## src/rtl/conv_stream_engine.sv

```systemverilog
// conv_stream_engine: streaming convolution MAC that emits one saturated result per (y, x, ch).
module conv_stream_engine #(
    parameter int DATA_WIDTH         = 16,
    parameter int ACCUMULATION_WIDTH = 32,
    parameter int FEATURE_MAP_WIDTH  = 4,
    parameter int FEATURE_MAP_HEIGHT = 4,
    parameter int INPUT_NB_CHANNELS  = 2,
    parameter int OUTPUT_NB_CHANNELS = 2,
    parameter int KERNEL_SIZE        = 3,
    parameter int OUTPUT_SHIFT       = 0
) (
    input  logic                                  clk,
    input  logic                                  arst,
    input  logic                                  start,
    output logic                                  running,
    input  logic signed [DATA_WIDTH-1:0]          a_input,
    input  logic                                  a_zero_flag,
    input  logic                                  a_valid,
    output logic                                  a_ready,
    input  logic signed [DATA_WIDTH-1:0]          b_input,
    input  logic                                  b_valid,
    output logic                                  b_ready,
    output logic signed [DATA_WIDTH-1:0]          output_data,
    output logic                                  output_valid,
    output logic [$clog2(FEATURE_MAP_WIDTH)-1:0]  output_x,
    output logic [$clog2(FEATURE_MAP_HEIGHT)-1:0] output_y,
    output logic [$clog2(OUTPUT_NB_CHANNELS)-1:0] output_ch
);
    localparam int N  = INPUT_NB_CHANNELS * KERNEL_SIZE * KERNEL_SIZE;
    localparam int SW = $clog2(N + 1);
    localparam int XW = $clog2(FEATURE_MAP_WIDTH);
    localparam int YW = $clog2(FEATURE_MAP_HEIGHT);
    localparam int CW = $clog2(OUTPUT_NB_CHANNELS);
    localparam logic signed [ACCUMULATION_WIDTH-1:0] SAT_MAX =
        {{(ACCUMULATION_WIDTH-DATA_WIDTH+1){1'b0}}, {(DATA_WIDTH-1){1'b1}}};
    localparam logic signed [ACCUMULATION_WIDTH-1:0] SAT_MIN =
        {{(ACCUMULATION_WIDTH-DATA_WIDTH+1){1'b1}}, {(DATA_WIDTH-1){1'b0}}};

    typedef enum logic [1:0] {IDLE, RUN, EMIT} state_t;

    state_t                         state, state_nxt;
    logic signed [ACCUMULATION_WIDTH-1:0] acc, acc_sh;
    logic signed [2*DATA_WIDTH-1:0] prod;
    logic [SW-1:0]                  step;
    logic [XW-1:0]                  x;
    logic [YW-1:0]                  y;
    logic [CW-1:0]                  ch;
    logic                           fire, last_step, last_x, last_y, last_ch;

    assign fire         = state == RUN && a_valid && b_valid;
    assign a_ready      = fire;
    assign b_ready      = fire;
    assign prod         = a_input * b_input;
    assign last_step    = step == SW'(N - 1);
    assign last_x       = x == XW'(FEATURE_MAP_WIDTH - 1);
    assign last_y       = y == YW'(FEATURE_MAP_HEIGHT - 1);
    assign last_ch      = ch == CW'(OUTPUT_NB_CHANNELS - 1);
    assign running      = state != IDLE;
    assign output_valid = state == EMIT;
    assign acc_sh       = acc >>> OUTPUT_SHIFT;
    assign output_data  = !output_valid ? '0 :
                          acc_sh > SAT_MAX ? SAT_MAX[DATA_WIDTH-1:0] :
                          acc_sh < SAT_MIN ? SAT_MIN[DATA_WIDTH-1:0] : acc_sh[DATA_WIDTH-1:0];

    always_comb begin
        state_nxt = state;
        state_nxt = state == IDLE ? (start ? RUN : IDLE) :
                    state == RUN  ? (fire && last_step ? EMIT : RUN) :
                    (last_x && last_y && last_ch ? IDLE : RUN);
    end

    always_ff @(posedge clk or posedge arst) begin
        if (arst) begin
            state     <= IDLE;
            acc       <= '0;
            step      <= '0;
            x         <= '0;
            y         <= '0;
            ch        <= '0;
            output_x  <= '0;
            output_y  <= '0;
            output_ch <= '0;
        end else begin
            state <= state_nxt;
            if (state == IDLE && start) begin
                acc       <= '0;
                step      <= '0;
                x         <= '0;
                y         <= '0;
                ch        <= '0;
                output_x  <= '0;
                output_y  <= '0;
                output_ch <= '0;
            end else if (fire) begin
                acc  <= a_zero_flag ? acc : acc + ACCUMULATION_WIDTH'(prod);
                step <= last_step ? '0 : step + SW'(1);
                // coordinates are latched here so they stay stable until the next result
                if (last_step) begin
                    output_x  <= x;
                    output_y  <= y;
                    output_ch <= ch;
                end
            end else if (state == EMIT) begin
                acc  <= '0;
                step <= '0;
                ch   <= last_ch ? '0 : ch + CW'(1);
                x    <= !last_ch ? x : last_x ? '0 : x + XW'(1);
                y    <= !(last_ch && last_x) ? y : last_y ? '0 : y + YW'(1);
            end
        end
    end
endmodule

```

## config.mk

```make
export PLATFORM = sky130hd
export DESIGN_NAME = conv_stream_engine
export DESIGN_NICKNAME = d
export VERILOG_FILES = /design/src/rtl/conv_stream_engine.sv
export SDC_FILE = /design/constraint.sdc
export NUM_CORES = 1
export LEC_CHECK = 0
export CAP_MARGIN = 25
export CORE_AREA = 5 5 184 186
export DETAILED_ROUTE_END_ITERATION = 12
export DIE_AREA = 0 0 189 191
export GPL_ROUTABILITY_DRIVEN = 0
export PLACE_DENSITY = 0.71
export SLEW_MARGIN = 20
export SYNTH_ARGS = -nofsm -noshare
export SYNTH_HDL_FRONTEND = slang
export SYNTH_SLANG_ARGS = --single-unit
```

## constraint.sdc

```tcl
create_clock -name clk -period 4.6 [get_ports clk]
set_input_delay 1.15 -clock clk [delete_from_list [all_inputs] [get_ports clk]]
set_output_delay 1.15 -clock clk [all_outputs]
set_load 0.01 [all_outputs]
```

Word-level counts from Yosys, hierarchy flattened. Cells that the tools add are included.

Register bits after elaboration: 49. Latch bits: 0. RAM bits: 0. ROM bits: 0. Output and inout port bits: 25. Memories kept: 0.

$add $sub $neg: 5. Multipliers: 1. Div/mod/pow operators: 0. Order comparisons: 2. Equality and inequality tests: 7. Shifts and indexed selects: 0. Mux-type cells: 39. Bitwise logic cells: 0. Reductions and logical operators: 20.

Operator list (count): 2-to-1 mux 32 bit (4); 2-to-1 mux 16 bit (3); 2-to-1 mux 2 bit (19); adder 32 bit (1); > comparator 32 x 16 -> 1 bit (second input constant) (1); < comparator 32 x 16 -> 1 bit (second input constant) (1); multiplier 16 x 16 -> 32 bit (1); 2-to-1 mux 5 bit (4); nonzero test 2 bit (6); 2-to-1 mux 1 bit (9); logical AND 1 bit (7); == test 2 bit (second input constant) (3); AND reduction 2 bit (3); AND reduction 3 bit (2); adder 5 x 1 -> 5 bit (second input constant) (1); == test 5 bit (second input constant) (1); adder 2 x 1 -> 2 bit (second input constant) (2); inequality test 3 x 2 -> 1 bit (second input constant) (1); nonzero test 3 bit (1); == test 2 x 1 -> 1 bit (second input constant) (1); zero test 2 bit (1); inequality test 2 x 1 -> 1 bit (second input constant) (1); adder 1 bit (second input constant) (1).

Logic depth before layout (Yosys ltp).
Word-level depth: 7. Gate-level depth with buffers: 23. Mapped depth without buffers: 23.

Least setup slack after synthesis. OpenSTA, ideal clock, no wires.

Path type: input to register. Start point: input port b_input[1]. End point: register acc[31]. Library setup time: 0.121 ns. Arrival time: 6.784 ns. Required time: 4.479 ns. Path slack: -2.305 ns. Stages on the path: 23. Buffers on the path: 1. Cell sequence: clkbuf_1 nand2_1 inv_1 fa_1 inv_1 fa_1 inv_1 fa_1 fa_1 fa_1 inv_1 fa_1 inv_1 ha_1 a21o_1 a21o_1 a21o_1 a21o_1 a21oi_1 o31ai_2 a31oi_1 xnor2_1 a22o_1.

Word-level cells in the longest chain between the ends: 5.

Ends and longest elaborated chain: from (decl) (RTL line 20) `input logic signed [DATA_WIDTH-1:0] b_input,`; multiplier 16 x 16 -> 32 bit (RTL line 53) `assign prod = a_input * b_input;`; adder 32 bit (RTL line 95) `acc <= a_zero_flag ? acc : acc + ACCUMULATION_WIDTH'(prod);`; 2-to-1 mux 32 bit (RTL line 95); 2-to-1 mux 32 bit (RTL line 94) `end else if (fire) begin`; 2-to-1 mux 32 bit (RTL line 85) `if (state == IDLE && start) begin`; to (signal assigned) (RTL line 95); to (decl) (RTL line 42) `logic signed [ACCUMULATION_WIDTH-1:0] acc, acc_sh;`.

No other way between the ends. The select of a mux whose other input is x is not followed. A chain may end at the register's enable or synchronous reset.

Worst setup path after layout.
Start point: input port a_input[6]. End point: register acc[30].

Word-level cells in the longest chain between the ends: 5.

Ends and longest elaborated chain: from (decl) (RTL line 16) `input logic signed [DATA_WIDTH-1:0] a_input,`; multiplier 16 x 16 -> 32 bit (RTL line 53); adder 32 bit (RTL line 95); 2-to-1 mux 32 bit (RTL line 95); 2-to-1 mux 32 bit (RTL line 94); 2-to-1 mux 32 bit (RTL line 85).

No other way between the ends. The select of a mux whose other input is x is not followed.

==> reports/metrics.cfg <==
[outcome]
status = finished with violations
violations = setup timing

[floorplanning]
rows = 66
core_mm2 = 0.0321
dieArea_mm2 = 0.0361
dieWidth_um = 189
die_y_um = 191
start_util_pct = 40.2
io_pins = 63

[placement]
portBuffers = 62
dpl.hpwl_um = 27800

[routing]
via_per_inst = 4.93
num_vias = 10200
postRouteAntennaNets = 0
first_pass_iters = 5
routedWlPerCell_um = 16.8
drt_iter0_drc = 385
drt_wl_total_um = 34800
drcViolationCount = 0

[synth]
syn-cell-area_mm2 = 0.0129
ys_ff_latch = 49
ys_types = 45
syn_area_per_cell_um2 = 9.46
yosysSeqAreaShare_pct = 9.49
yosysWarningCount = 0
synth_ff_type = dfrtp_1
synth-async-reset-ratio_pct = 100
synth_edf_count = 0
syn_nets = 1798
syn_inst = 1366

[sta]
report.final.slew_viol_count = 0
worstMarginPinSlew_ps = 875
skew_ps = 7.49
slew_headroom_pct = 41.7
hold_viol = 0
rsz0062_at_grt = yes
worst_slack_ps = -2170
period_needed_ps = 6770
hold_ws_ps = 490
clock.fmax_ghz = 0.148
period_share_pct = 147
setup_violations = 27

[critical_path]
critPathRequiredTime_ps = 4770
cp_top_family = adder cells
r2r-start = acc[15]$_DFFE_PP0P_
r2r_slack_ps = -600
worstPathArrival_ps = 6940
crit_fanout = 5
path_common_cell = fa_1
path_class = in2reg
critPathMaxStageDelay_ps = 530
crit_path_end_kind = flip-flop
rr_worst_depth = 21
crit_slowest_cell = fa_2
path_buf_inv = 9
endpoint = acc[30]$_DFFE_PP0P_
start_kind = input pin
path_depth = 26
r2r-end = acc[30]$_DFFE_PP0P_
crit_start = a_input[6]

[run]
cap_violations = 0

[global_route]
grt_max_degree = 46
grt_antenna_before_repair = 0
grt_pass1_vias = 11500
grt_usage_pct = 20.0
grt_pass1_wl_um = 58500
gr-total-overflow = 0

[cells_and_area]
final_cell_mix = 288 x inv_1, 273 x fa_1, 186 x buf_4
diodes = 0
layout-drive-gt1-share_pct = 31.9
layout_commonest_cell = inv_1
syn2layout_area_growth_pct = 35.7
fin_nets = 2103

[clock_network]
cts_sinks = 49
clk_latency_ps = 290
htreeDepth = 2
root_buffer = clkbuf_16
clk_path_buf_depth = 2
path_clk_slew_ps = 70
cts_tree = yes
cts_buffers = 5
ctsHoldBuffers = 0

[hold_path]
hold_path_class = reg2reg

==> layer usage <==
layer | track usage (%) | vias up | part of all wire (%) | wire [µm]
li1 | - | 4695 | - | -
met1 | 26.0 | 5208 | 42 | 14500
met2 | 34.5 | 258 | 51 | 17600
met3 | 1.99 | 85 | 3.6 | 1260
met4 | 7.90 | 0 | 4.2 | 1460
met5 | 0 | - | 0 | 0
==> state kept, by name (all words and copies together), names as in the netlist <==
name	cells
ch	1
output_x	2
acc	32
x	2
output_y	2
step	5
output_ch	1
y	2
state	2
==> per-stage QoR <==
step / setup WS, ps / setup TNS (ps) / instance area, µm² / instances / util (%)
finish: -2170 / -39530 / 17500 / 2079 / 54.6
global route: -2380 / -43330 / 17500 / 2079 / 54.6
CTS: -2190 / -38600 / 17200 / 2060 / 53.6
detailed placement: -2680 / -55690 / 15800 / 1976 / 49.3
global placement: -2600 / -54560 / 15800 / 1976 / 49.3
floorplan: -1760 / -29390 / 13500 / 1366 / -
==> cell usage after synthesis (2+ instances only) <==
| cell | number | area [µm²] |
|---|---|---|
| inv_1 | 343 | 1290 |
| fa_1 | 292 | 5850 |
| nand2_1 | 140 | 526 |
| and2_1 | 124 | 776 |
| ha_1 | 102 | 1280 |
| nor2_1 | 59 | 221 |
| dfrtp_1 | 49 | 1230 |
| clkbuf_1 | 43 | 161 |
| xnor2_1 | 32 | 280 |
| a22o_1 | 30 | 263 |
| o21ai_0 | 22 | 110 |
| a21oi_1 | 21 | 105 |
| a21o_1 | 18 | 135 |
| xor2_1 | 11 | 96.3 |
| nand4_1 | 10 | 62.6 |
| nand3_1 | 8 | 40.0 |
| o21bai_1 | 8 | 60.1 |
| nand2b_1 | 7 | 43.8 |
| nor3_1 | 6 | 30.0 |
| nor4_1 | 5 | 31.3 |
| a31oi_1 | 4 | 25.0 |
| o211ai_1 | 4 | 30.0 |
| a211oi_1 | 2 | 15.0 |
| a211oi_2 | 2 | 25.0 |
| mux2i_1 | 2 | 20.0 |
| nor2b_1 | 2 | 12.5 |
| o41ai_1 | 2 | 17.5 |
==> logic make-up (layout without fill, tap and decap cells) <==
group | after synthesis | in the layout | share of synthesized area [%]
flip-flops | 49 | 49 | 9.49
AND/OR/NAND/NOR | 365 | 365 | 13.7
multiplexers | 2 | 2 | 0.155
AO/OA/AOI/OAI | 126 | 126 | 7.29
buffers and inverters | 387 | 692 | 11.3
adder cells (fa/ha/maj) | 394 | 394 | 55.1
XOR/XNOR | 43 | 43 | 2.92
==> area by class of cell <==
type | instances | area (µm²)
Clock buffer | 5 | 125
Multi-Input combinational cell | 930 | 11100
Inverter | 343 | 1290
Clock inverter | 2 | 38.8
Sequential cell | 49 | 1230
Tap cell | 408 | 510
Timing Repair Buffer | 342 | 3240
Fill cell | 2635 | 14600
==> worst min-delay path by stage <==
stage,start,end,slack (ps),cells after the start
floorplan,step[4]$_DFFE_PP0P_,step[4]$_DFFE_PP0P_,450,1
global placement,step[4]$_DFFE_PP0P_,step[4]$_DFFE_PP0P_,470,1
detailed placement,step[4]$_DFFE_PP0P_,step[4]$_DFFE_PP0P_,480,1
CTS,step[4]$_DFFE_PP0P_,step[4]$_DFFE_PP0P_,490,1
global route,step[4]$_DFFE_PP0P_,step[4]$_DFFE_PP0P_,520,1
finish,step[4]$_DFFE_PP0P_,step[4]$_DFFE_PP0P_,490,1
==> worst register-to-register path: stages, from the launching register on <==
cell and delay, ps:
dfrtp_1 350, inv_1 60, fa_1 500, inv_1 60, fa_1 530, fa_1 450
fa_1 610, inv_2 50, fa_1 520, inv_2 50, ha_4 220, a21oi_2 140
nor2_1 60, a211oi_2 140, buf_4 160, a31oi_4 100, o41ai_4 290, buf_4 180
o211ai_2 80, a31oi_1 250, xnor2_1 90, a22o_1 180
==> repair_timing <==
| item | CTS | global route |
|---|---|---|
| endpoints found under the setup margin | 28 | 27 |
| resized for setup | 285 | 96 |
| cloned | 6 | 0 |
| buffers inserted | 74 | 27 |
| endpoints found under the hold margin | 0 | 0 |
| pin swaps | 142 | 100 |
Power is left out: the tool's default activity adds up to more than one toggle a clock period on the data nets, which glitch-free logic cannot reach.
